===== config.mk =====
export PLATFORM = sky130hd
export DESIGN_NAME = eflags_ctrl
export DESIGN_NICKNAME = d
export VERILOG_FILES = /design/src/rtl/eflags_ctrl.sv
export SDC_FILE = /design/constraint.sdc
export NUM_CORES = 1
export LEC_CHECK = 0
export ABC_AREA = 1
export CAP_MARGIN = 20
export CORE_MARGIN = 3
export CORE_UTILIZATION = 30
export CTS_CLUSTER_DIAMETER = 30
export CTS_CLUSTER_SIZE = 20
export DETAILED_ROUTE_END_ITERATION = 12
export PLACE_DENSITY = 0.9
export SLEW_MARGIN = 10
export SYNTH_ARGS = -nofsm -noshare
export SYNTH_HDL_FRONTEND = slang
export SYNTH_SLANG_ARGS = --single-unit

===== constraint.sdc =====
create_clock -name CLK -period 3.35 [get_ports CLK]
set_clock_uncertainty 0.05 [all_clocks]
set_input_delay 0.335 -clock CLK [delete_from_list [all_inputs] [get_ports CLK]]
set_output_delay 0.335 -clock CLK [all_outputs]
set_load 0.02 [all_outputs]

===== src/rtl/eflags_ctrl.sv =====
// Architectural EFLAGS owner: merges masked flag writebacks, counts in-flight
// flag writers, and tells flag consumers when the flags are resolved.
module eflags_ctrl #(
   parameter int DEPTH = 4,
   parameter int CNT_W = 3
) (
   input  logic             CLK,
   input  logic             CLR,
   input  logic             dec_reserve,
   input  logic             dec_consume,
   input  logic             wb_valid,
   input  logic [6:0]       wb_mask,
   input  logic [31:0]      wb_flags,
   input  logic             flush,
   output logic [31:0]      flags,
   output logic [31:0]      flags_fwd,
   output logic             flags_ready,
   output logic             full,
   output logic [CNT_W-1:0] pending_cnt,
   output logic             wb_err
);

   localparam logic [CNT_W-1:0] DEPTH_C = CNT_W'(DEPTH);
   // EFLAGS bit position of each wb_mask bit, {OF,DF,SF,ZF,AF,PF,CF} order
   localparam int FLAG_POS [7] = '{0, 2, 4, 6, 7, 10, 11};

   logic [31:0]      flags_reg;
   logic [31:0]      flags_next;
   logic [31:0]      wr_en;
   logic [CNT_W-1:0] cnt_reg;
   logic [CNT_W-1:0] cnt_next;
   logic             err_reg;
   logic             err_set;
   logic             cnt_zero;
   logic             unused_consume;

   // dec_consume only qualifies the stall outside this block
   assign unused_consume = dec_consume;

   always_comb begin
      wr_en = '0;
      for (int i = 0; i < 7; i++) begin
         wr_en[FLAG_POS[i]] = wb_valid & wb_mask[i];
      end
   end

   // wr_en only ever covers flag bits, so reserved bits stay 0 from reset
   assign flags_next = (flags_reg & ~wr_en) | (wb_flags & wr_en);

   assign cnt_zero = (cnt_reg == '0);
   assign full     = (cnt_reg == DEPTH_C);

   always_comb begin
      cnt_next = cnt_reg;
      if (flush) begin
         cnt_next = '0;
      end else if (dec_reserve && !wb_valid && !full) begin
         cnt_next = cnt_reg + 1'b1;
      end else if (wb_valid && !dec_reserve && !cnt_zero) begin
         cnt_next = cnt_reg - 1'b1;
      end
   end

   // A reserve dropped by flush is not an overflow
   assign err_set = (wb_valid && cnt_zero) ||
                    (dec_reserve && full && !wb_valid && !flush);

   always_ff @(posedge CLK or negedge CLR) begin
      if (!CLR) begin
         flags_reg <= '0;
         cnt_reg   <= '0;
         err_reg   <= 1'b0;
      end else begin
         flags_reg <= flags_next;
         cnt_reg   <= cnt_next;
         err_reg   <= err_reg | err_set;
      end
   end

   assign flags       = flags_reg;
   assign flags_fwd   = flags_next;
   assign pending_cnt = cnt_reg;
   assign wb_err      = err_reg;
   // A writer issued alongside a consumer is younger, so dec_reserve is ignored here
   assign flags_ready = cnt_zero || ((cnt_reg == CNT_W'(1)) && wb_valid);

endmodule


Word-level counts from Yosys, hierarchy flattened
Cells that the tools add are included.
{"block": "totals", "wordCells": 40, "out_inout_bits": 70, "ff_bits": 36}
{"block": "op_classes", "bitwise": 12, "n_eq_ne": 2, "addsub": 2, "mux": 3, "n_reduce_logical": 18}
{"operator": "$and 32x12->32", "n": 1}
{"operator": "$and 32x32->32", "n": 1}
{"operator": "$not 12->32", "n": 1}
{"operator": "$or 32x32->32", "n": 1}
{"operator": "$logic_and 1x1->1", "n": 9}
{"operator": "$mux 3", "n": 3}
{"operator": "$and 1x1->1", "n": 7}
{"operator": "$logic_not 1->1", "n": 5}
{"operator": "$add 3x1->3 const B", "n": 1}
{"operator": "$eq 3x1->1 const B", "n": 1}
{"operator": "$eq 3x3->1 const B", "n": 1}
{"operator": "$logic_not 3->1", "n": 1}
{"operator": "$reduce_bool 3->1", "n": 1}
{"operator": "$sub 3x1->3 const B", "n": 1}
{"operator": "$logic_or 1x1->1", "n": 2}
{"operator": "$or 1x1->1", "n": 1}

Depth between registers and ports, before layout
Gate-level depths: netlist of run 1.
{"block": "depth", "word_depth": 6, "ltp_mapped": 8}

Worst setup path before layout of run 1
OpenSTA, ideal clock, no wires.
{"block": "synth_timing", "kind": "input -> output", "startpoint": "input port wb_valid", "endpoint": "output port flags_fwd[6]", "path_stages": 4, "arrival_ns": 1.133, "setup_slack_ns": 1.832, "t_required_ns": 2.965, "cell_sequence": "buf_4 buf_2 a21oi_1 a31oi_1"}
{"block": "synth_via", "elab_chain_cells": 4, "elab_cells_between_ends": 5}
{"item": "from (decl)", "line_no": "11", "text": "input logic wb_valid,"}
{"item": "$and 1x1->1 (*)", "line_no": "43", "text": "wr_en[FLAG_POS[i]] = wb_valid & wb_mask[i];"}
{"item": "$not 12->32", "line_no": "48", "text": "assign flags_next = (flags_reg & ~wr_en) | (wb_flags & wr_en);"}
{"item": "$and 32x32->32", "line_no": "48"}
{"item": "$or 32x32->32 (*)", "line_no": "48"}
{"item": "to (decl)", "line_no": "16", "text": "output logic [31:0] flags_fwd,"}
Every way passes the cells marked *; elsewhere a longest branch is shown, timed or not.

Worst setup path after layout of run 1
{"block": "layout_timing", "startpoint": "input port wb_valid", "endpoint": "output port flags_fwd[4]"}
Same word-level chain as after synthesis.

==> flow_summary.json, run 1 <==
{
  "cts_hold_buf": 0,
  "clk_pin_slew_ps": 70,
  "overflow": 0,
  "wirelength_mm": 2.04,
  "p_leak_nw": 0.665,
  "max-slew-margin-rel_pct": 53.1,
  "rows": 20,
  "area_delta_synth_final_pct": 24.9,
  "dr.pass1.iters": 4,
  "wl_per_cell_um": 9.59,
  "yosysTopAreaCellShare_pct": 37.0,
  "dp_cells": 209,
  "cp_max_fo": 18,
  "postSynthCellCount": 130,
  "antennaDiodeCount": 0,
  "grt_util_met2_pct": 15.2,
  "hold_violations": 0,
  "cts_setup_buffers": 0,
  "dp_hpwl_mm": 1.69,
  "clock_sinks": 11,
  "power_density_nw_per_um2": 413,
  "clock.fmax_ghz": 0.373,
  "drc": 0,
  "finalSetupTns_ps": 0,
  "ys_ff_latch": 11,
  "min_period_over_period_pct": 80.1,
  "critPathLaunchType": "input port",
  "port_buffers": 38,
  "setup_viol": 0,
  "clock_latency_ps": 260,
  "clock_tree.root_cell": "clkbuf_4",
  "tightest_slew_ps": 701,
  "fin_crit_ps": 2680,
  "synth.largest_area_cell": "buf_4",
  "fin_cells": 213,
  "clock_path_buffers": 2,
  "synthTopCellsByArea": "buf_4 (37%), dfrtp_1 (27%), inv_1 (5.4%)",
  "ioPinCount": 115,
  "vias_per_cell": 3.78,
  "timing.rr.start": "pending_cnt[0]",
  "cp.arrival_ps": 2300,
  "worstSetupEndpointType": "output port",
  "die_h_um": 64.7,
  "r2r_end": "pending_cnt[1]",
  "ys.warnings.count": 0,
  "dieArea_sq_um": 4190,
  "grt_pass1_vias": 639,
  "place_congestion": 0.787,
  "use_met3_pct": 5.20,
  "grt_setup_unrepaired": "no",
  "antenna_found_initial": 0,
  "r2r_slack_ps": 1860,
  "cts-buffers-inserted": 3,
  "core_area_sq_um": 3180,
  "fillers": 338,
  "grt_pass1_wl_mm": 3.01,
  "grtUsageMet1_pct": 11.0,
  "cts_resized": 0,
  "min_path_type": "input port to async pin",
  "final_max_slew_viol_count": 0,
  "cap_violations": 0,
  "die_w_um": 64.7,
  "ys_seq_area_share_pct": 26.6,
  "grt_start_max_net_pins": 19,
  "netlist_area_sq_um": 1030,
  "num_vias": 805,
  "drive_above_1_share_pct": 5.92,
  "start_util_pct": 32.5,
  "ys_types": 21,
  "peakVddDrop_mv": 0.157,
  "ant_nets": 0,
  "busiest_layer": "met2",
  "largest_reg_flops": 7,
  "drt_iter0_drc": 30,
  "syn_area_per_cell_sq_um": 7.95,
  "htree_levels": 1,
  "critPathRequiredTime_ps": 2960,
  "grt_use_total_pct": 9.17,
  "critPathKind": "input port to output port",
  "r2r_cells": 7,
  "cts_tree": "built",
  "status": "complete, no violations",
  "nets": 219
}
[logic make-up after synthesis]
logic type,count (synthesis),synth area share (%)
simple gates,27,14.2
other cells,1,0.363
fa+ha+maj,4,4.84
compound gates,16,8.96
buf+inv,70,44.2
xor+xnor,1,0.848
flops,11,26.6
[metrics by stage]
stage	util, %	setup WS [ps]	power (mW)	area (sq um)	hold slack (ps)
floorplan	-	1830	0.381	1220	-10.6
CTS	40.6	685	0.544	1290	383
global route	40.6	538	0.578	1290	416
global placement	39.8	726	0.441	1260	412
finish	40.6	667	0.534	1290	371
detailed placement	39.8	686	0.447	1260	428
[critical path, stage by stage]
cell             delay (ps)
clkdlybuf4s50_1         920
a21oi_1                 130
a31oi_1                 250
clkdlybuf4s50_1         660
[area by class of cell]
cell class	count	area [sq um]	area share [%]
Clock buffer	4	26.3	2.03
Inverter	18	68.8	5.33
Multi-Input combinational cell	98	485	37.6
Sequential cell	11	275	21.3
Tap cell	44	55.1	4.26
Timing Repair Buffer	38	380	29.5
[placed cells by master, fill, tap and decap left out, drive strengths merged]
master         Yosys  layout
dfrtp             11      11
clkdlybuf4s50      0      38
inv               16      16
ha                 4       4
o221ai             1       1
conb               1      50
clkbuf             0       4
nand4              2       2
clkinv             2       2
nor2               4       4
nand3              8       8
xnor2              1       1
a21oi              8       8
nand2             12      12
a31oi              7       7
or2                1       1
[where the power goes]
group	internal (mW)	switching [mW]	total, mW
Combinational	0.108	0.168	0.276
Clock	0.0461	0.0441	0.0901
Sequential	0.150	0.0176	0.168
Total	0.304	0.230	0.534
[synthesized netlist by cell type]
| cell type | instances |
|---|---|
| a21oi_1 | 8 |
| a31oi_1 | 7 |
| buf_2 | 1 |
| buf_4 | 51 |
| clkinv_1 | 1 |
| clkinv_2 | 1 |
| conb_1 | 1 |
| dfrtp_1 | 11 |
| ha_1 | 4 |
| inv_1 | 15 |
| inv_2 | 1 |
| nand2_1 | 10 |
| nand2_2 | 2 |
| nand3_1 | 5 |
| nand3_2 | 2 |
| nand3_4 | 1 |
| nand4_1 | 2 |
| nor2_1 | 4 |
| o221ai_1 | 1 |
| or2_1 | 1 |
| xnor2_1 | 1 |
[worst max-delay path by stage]
stage / start / endpoint / slack [ps] / cells after the start
2_1_floorplan: wb_valid / flags_fwd[6] / 1830 / 4
3_3_place_gp: wb_valid / flags_fwd[10] / 730 / 4
3_5_place_dp: wb_valid / flags_fwd[4] / 690 / 4
4_1_cts: wb_valid / flags_fwd[4] / 680 / 4
5_1_grt: wb_valid / flags_fwd[4] / 540 / 4
6_report: wb_valid / flags_fwd[4] / 670 / 4
[metal layers]
metal	vias to the layer above	share of wire, %
li1	392	-
met1	360	36
met2	53	51
met3	0	12
met4	0	0
met5	-	0
No activity file was read; power rests on OpenSTA's default activity.
==> run 2: changes to the inputs <==
- CORE_UTILIZATION: 30 -> 28
- PLACE_DENSITY: 0.9 -> 0.85
- clock period: 3.35 -> 2.7 ns (I/O delays scaled with it)
==> run 2 against run 1 <==
Critical path depth stayed put; wire length is 1.8% lower; via count is 5.6% lower; largest cell class unchanged; highest routed layer unchanged.
==> flow_summary.json, run 2 (synthesis results as in run 1) <==
{
  "dp_hpwl_mm": 1.71,
  "path_delay_family": "buffers and inverters",
  "port_buffers": 38,
  "area_delta_synth_final_pct": 27.7,
  "grt_pass1_vias": 660,
  "antennaDiodeCount": 0,
  "grt_start_max_net_pins": 16,
  "rows": 21,
  "min_period_over_period_pct": 90.0,
  "fin_cells": 216,
  "clock_latency_ps": 240,
  "cp.arrival_ps": 2110,
  "num_vias": 760,
  "hold_violations": 0,
  "finalSetupTns_ps": 0,
  "cp_max_fo": 15,
  "clock_tree.root_cell": "clkbuf_8",
  "wl_per_cell_um": 9.28,
  "final_max_slew_viol_count": 0,
  "p_leak_nw": 0.677,
  "wirelength_mm": 2.01,
  "ant_nets": 0,
  "fin_crit_ps": 2430,
  "place_congestion": 0.807,
  "worstSetupEndpointType": "output port",
  "status": "complete, no violations",
  "final_util_pct": 38.3,
  "grt_use_total_pct": 8.33,
  "clock_path_buffers": 2,
  "cts_setup_buffers": 0,
  "drt_iter0_drc": 23,
  "htree_levels": 1,
  "min_path_type": "input port to async pin",
  "antenna_found_initial": 0,
  "clk_pin_slew_ps": 50,
  "overflow": 0,
  "ioPinCount": 115,
  "critPathBufInv": 2,
  "cap_violations": 0,
  "final_common_cell": "conb_1",
  "tightest_slew_ps": 539,
  "power_density_nw_per_um2": 542,
  "largest_reg_flops": 7,
  "cts-buffers-inserted": 3,
  "crit_chain": "clkdlybuf4s50_1, a21oi_1, a31oi_1, clkdlybuf4s50_1",
  "vias_per_cell": 3.52,
  "max_stage_delay_ps": 810,
  "slowest_stage": "clkdlybuf4s50_1",
  "start_util_pct": 30.0,
  "dieArea_sq_um": 4460,
  "final_cell_mix": "conb_1 (50), clkdlybuf4s50_1 (38), inv_1 (15), dfrtp_1 (11), nand2_1 (10)",
  "clock_sinks": 11,
  "path_common_cell": "clkdlybuf4s50_1",
  "dr.pass1.iters": 4,
  "die_h_um": 66.8,
  "grt_pass1_wl_mm": 2.82,
  "cts_resized": 0,
  "max-slew-margin-rel_pct": 63.9,
  "drive_above_1_share_pct": 6.47,
  "critPathLaunchType": "input port",
  "die_w_um": 66.8,
  "core_area_sq_um": 3440,
  "grt_setup_unrepaired": "no",
  "cts_tree": "built",
  "setup_viol": 0,
  "cts_hold_buf": 0,
  "clock.fmax_ghz": 0.412,
  "dp_cells": 212,
  "nets": 220,
  "drc": 0,
  "critPathRequiredTime_ps": 2380,
  "critPathKind": "input port to output port",
  "peakVddDrop_mv": 0.206
}
-- run 2: path summary, 6_finish.rpt --
path | startpoint | cells past startpoint | to | slack, ps
hold reg to reg | wb_err | 2 | wb_err | 450
setup reg to reg | pending_cnt[0] | 7 | pending_cnt[1] | 1220
hold / removal | CLR | 1 | flags[4] | 330
min in group CLK | wb_err | 2 | wb_err | 450
setup / recovery | wb_valid | 4 | flags_fwd[4] | 270
max in group asynchronous | CLR | 1 | pending_cnt[2] | 1930
-- run 2: metal layers --
metal	global-route usage, %	vias up	share of wire [%]
met4	0	0	0
met3	5.23	0	12
met1	8.89	332	36
met2	14.7	39	52
met5	0	-	0
li1	-	389	-
-- run 2: report_power, final --
part,total (mW),switching (mW),internal [mW]
Clock,0.165,0.0616,0.104
Sequential,0.209,0.0220,0.187
Combinational,0.341,0.206,0.135
-- run 2: stage by stage --
| step | worst slack (ps) | hold slack, ps | power (mW) | cell area [sq um] |
|---|---|---|---|---|
| final | 270 | 325 | 0.715 | 1320 |
| after global placement | 296 | 420 | 0.551 | 1270 |
| after detailed placement | 275 | 448 | 0.554 | 1270 |
| after global routing | 158 | 375 | 0.768 | 1320 |
| after CTS | 266 | 356 | 0.726 | 1320 |
| after floorplan | 1190 | -75.6 | 0.473 | 1220 |
-- run 2: final cells by class --
class,instances,area (sq um)
Clock buffer,4,45.0
Fill cell,369,2120
Inverter,18,68.8
Multi-Input combinational cell,98,485
Sequential cell,11,275
Tap cell,46,57.6
Timing Repair Buffer,39,388
==> run 3: changes to the inputs <==
- ABC_AREA: 1 -> not set
- CORE_UTILIZATION: 28 -> 29
- GPL_TIMING_DRIVEN: not set -> 0
==> run 3 against run 2 <==
Largest cell class is now non-clock buffers; core utilization is 12 points higher; highest routed layer unchanged; count of clock-buffer cells in the layout is 1 lower; largest power group unchanged; critical endpoint is now flags_fwd[6]; wire length is 15% higher.
==> flow_summary.json, run 3 <==
{
  "status": "complete, no violations",
  "p_leak_nw": 0.921,
  "cts_tree": "built",
  "power.internal_mw": 0.490,
  "synth.largest_area_cell": "buf_4",
  "yosysMostFrequentCell": "buf_4",
  "dp_cells": 251,
  "clk_pin_slew_ps": 50,
  "ys.warnings.count": 0,
  "yosys-top-cells-count": "buf_4 (50), dfrtp_1 (11), nand2_1 (9)",
  "cts-buffers-inserted": 3,
  "grt_use_total_pct": 9.48,
  "grt_pass1_vias": 806,
  "syn_area_per_cell_sq_um": 9.31,
  "clock_latency_ps": 240,
  "cts_setup_buffers": 0,
  "final_cell_mix": "buf_4 (50), conb_1 (50), clkdlybuf4s50_1 (38), dfrtp_1 (11), nand2_1 (9)",
  "ioPinCount": 115,
  "final_max_slew_viol_count": 0,
  "slowest_stage": "clkdlybuf4s50_1",
  "area_delta_synth_final_pct": 60.8,
  "dp_hpwl_mm": 1.98,
  "wirelength_mm": 2.30,
  "critPathKind": "input port to output port",
  "core_area_sq_um": 3490,
  "path_delay_family": "buffers and inverters",
  "crit_chain": "clkdlybuf4s50_1, buf_6, buf_6, nand2_1, mux2_1, clkdlybuf4s50_1",
  "ys_ff_latch": 11,
  "antenna_found_initial": 0,
  "cap_violations": 0,
  "cts_resized": 0,
  "max-slew-margin-rel_pct": 65.5,
  "final_util_pct": 50.6,
  "largest_reg_flops": 7,
  "final_area_sq_um": 1770,
  "critPathLaunchType": "input port",
  "die_h_um": 67.5,
  "synth-main-ff-cell": "dfrtp_1",
  "p_total_mw": 0.782,
  "async_reset_ff_share_pct": 100,
  "grt_pass1_wl_mm": 3.39,
  "htree_levels": 1,
  "num_vias": 888,
  "clock_tree.root_cell": "clkbuf_8",
  "fin_crit_ps": 2350,
  "clock_path_buffers": 2,
  "synth_edf_count": 0,
  "drt_iter0_drc": 4,
  "setup_viol": 0,
  "max_stage_delay_ps": 550,
  "yosysTopAreaCellShare_pct": 34.2,
  "grt_start_max_net_pins": 12,
  "antennaDiodeCount": 0,
  "netlist_area_sq_um": 1100,
  "dr.pass1.iters": 3,
  "rows": 21,
  "pwr-share-clk_pct": 21.4,
  "ys_seq_area_share_pct": 25.1,
  "drc": 0,
  "pwr-share-seq_pct": 25.6,
  "place_congestion": 0.734,
  "peakVddDrop_mv": 0.407,
  "clock_sinks": 11,
  "postPlaceCellArea_sq_um": 1720,
  "tightest_slew_ps": 516,
  "fin_cells": 255,
  "hold_violations": 0,
  "vias_per_cell": 3.48,
  "critPathBufInv": 4,
  "start_util_pct": 31.4,
  "ant_nets": 0,
  "p_switching_mw": 0.292,
  "power_density_nw_per_um2": 443,
  "fillers": 353,
  "die_w_um": 67.5,
  "postSynthCellCount": 118,
  "min_period_over_period_pct": 87.0,
  "wl_per_cell_um": 9.01,
  "finalSetupTns_ps": 0,
  "port_buffers": 38,
  "worstSetupEndpointType": "output port",
  "critPathRequiredTime_ps": 2380,
  "cp_max_fo": 10,
  "nets": 259,
  "ys_types": 32,
  "cts_hold_buf": 0,
  "cp.arrival_ps": 2030,
  "drive_above_1_share_pct": 34.9,
  "power_frac_comb_pct": 53.1,
  "p_sw_share_pct": 37.3,
  "overflow": 0,
  "dieArea_sq_um": 4560,
  "clock.fmax_ghz": 0.426,
  "min_path_type": "input port to async pin",
  "synthTopCellsByArea": "buf_4 (34%), dfrtp_1 (25%), mux2_2 (6.2%)",
  "grt_setup_unrepaired": "no"
}
## run 3: metal layers
metal  vias up  global-route usage [%]  wire length, um
met3         0                    4.99              295
li1        466                       -                -
met5         -                       0                0
met2        46                    16.9             1210
met4         0                    1.52                0
met1       376                    9.98              794
## run 3: path summary, 6_finish.rpt
kind / start / slack (ps) / end / cells past startpoint
max: wb_valid / 350 / flags_fwd[6] / 6
min: CLR / 320 / flags[11] / 1
max reg2reg: pending_cnt[1] / 1020 / pending_cnt[1] / 6
min reg2reg: wb_err / 400 / wb_err / 1
max in group asynchronous: CLR / 1930 / flags[6] / 1
min in group CLK: wb_err / 400 / wb_err / 1
## run 3: kinds of logic after synthesis
group / share of synthesized area, %
compound gates: 8.31
other cells: 0.341
xor+xnor: 0.797
flops: 25.1
mux: 8.09
fa+ha+maj: 4.56
simple gates: 12.8
buf+inv: 40.1
## run 3: layout make-up
cell class              count  area (sq um)  share of cell area (%)
plain buffers              55           425                    24.1
clock buffers               3          41.3                    2.34
inverters                   4          15.0                   0.850
repair buffers             38           380                    21.5
flip-flops and latches     11           275                    15.6
well taps                  46          57.6                    3.26
clock inverters             1          5.00                   0.283
multi-input cells          97           567                    32.1
## run 3: power by group through the flow
| stage | combinational, mW | clock, mW | sequential, mW |
|---|---|---|---|
| floorplan | 0.253 | 0 | 0.228 |
| detailed placement | 0.414 | 0 | 0.203 |
| CTS | 0.415 | 0.175 | 0.200 |
| global placement | 0.409 | 0 | 0.202 |
| finish | 0.415 | 0.167 | 0.200 |
| global route | 0.448 | 0.181 | 0.203 |
## run 3: per-stage QoR
stage | worst slack (ps) | hold WS, ps
after floorplan | 1000 | -75.6
after global placement | 360 | 392
after detailed placement | 340 | 396
after CTS | 337 | 346
after global routing | 264 | 364
final | 351 | 323
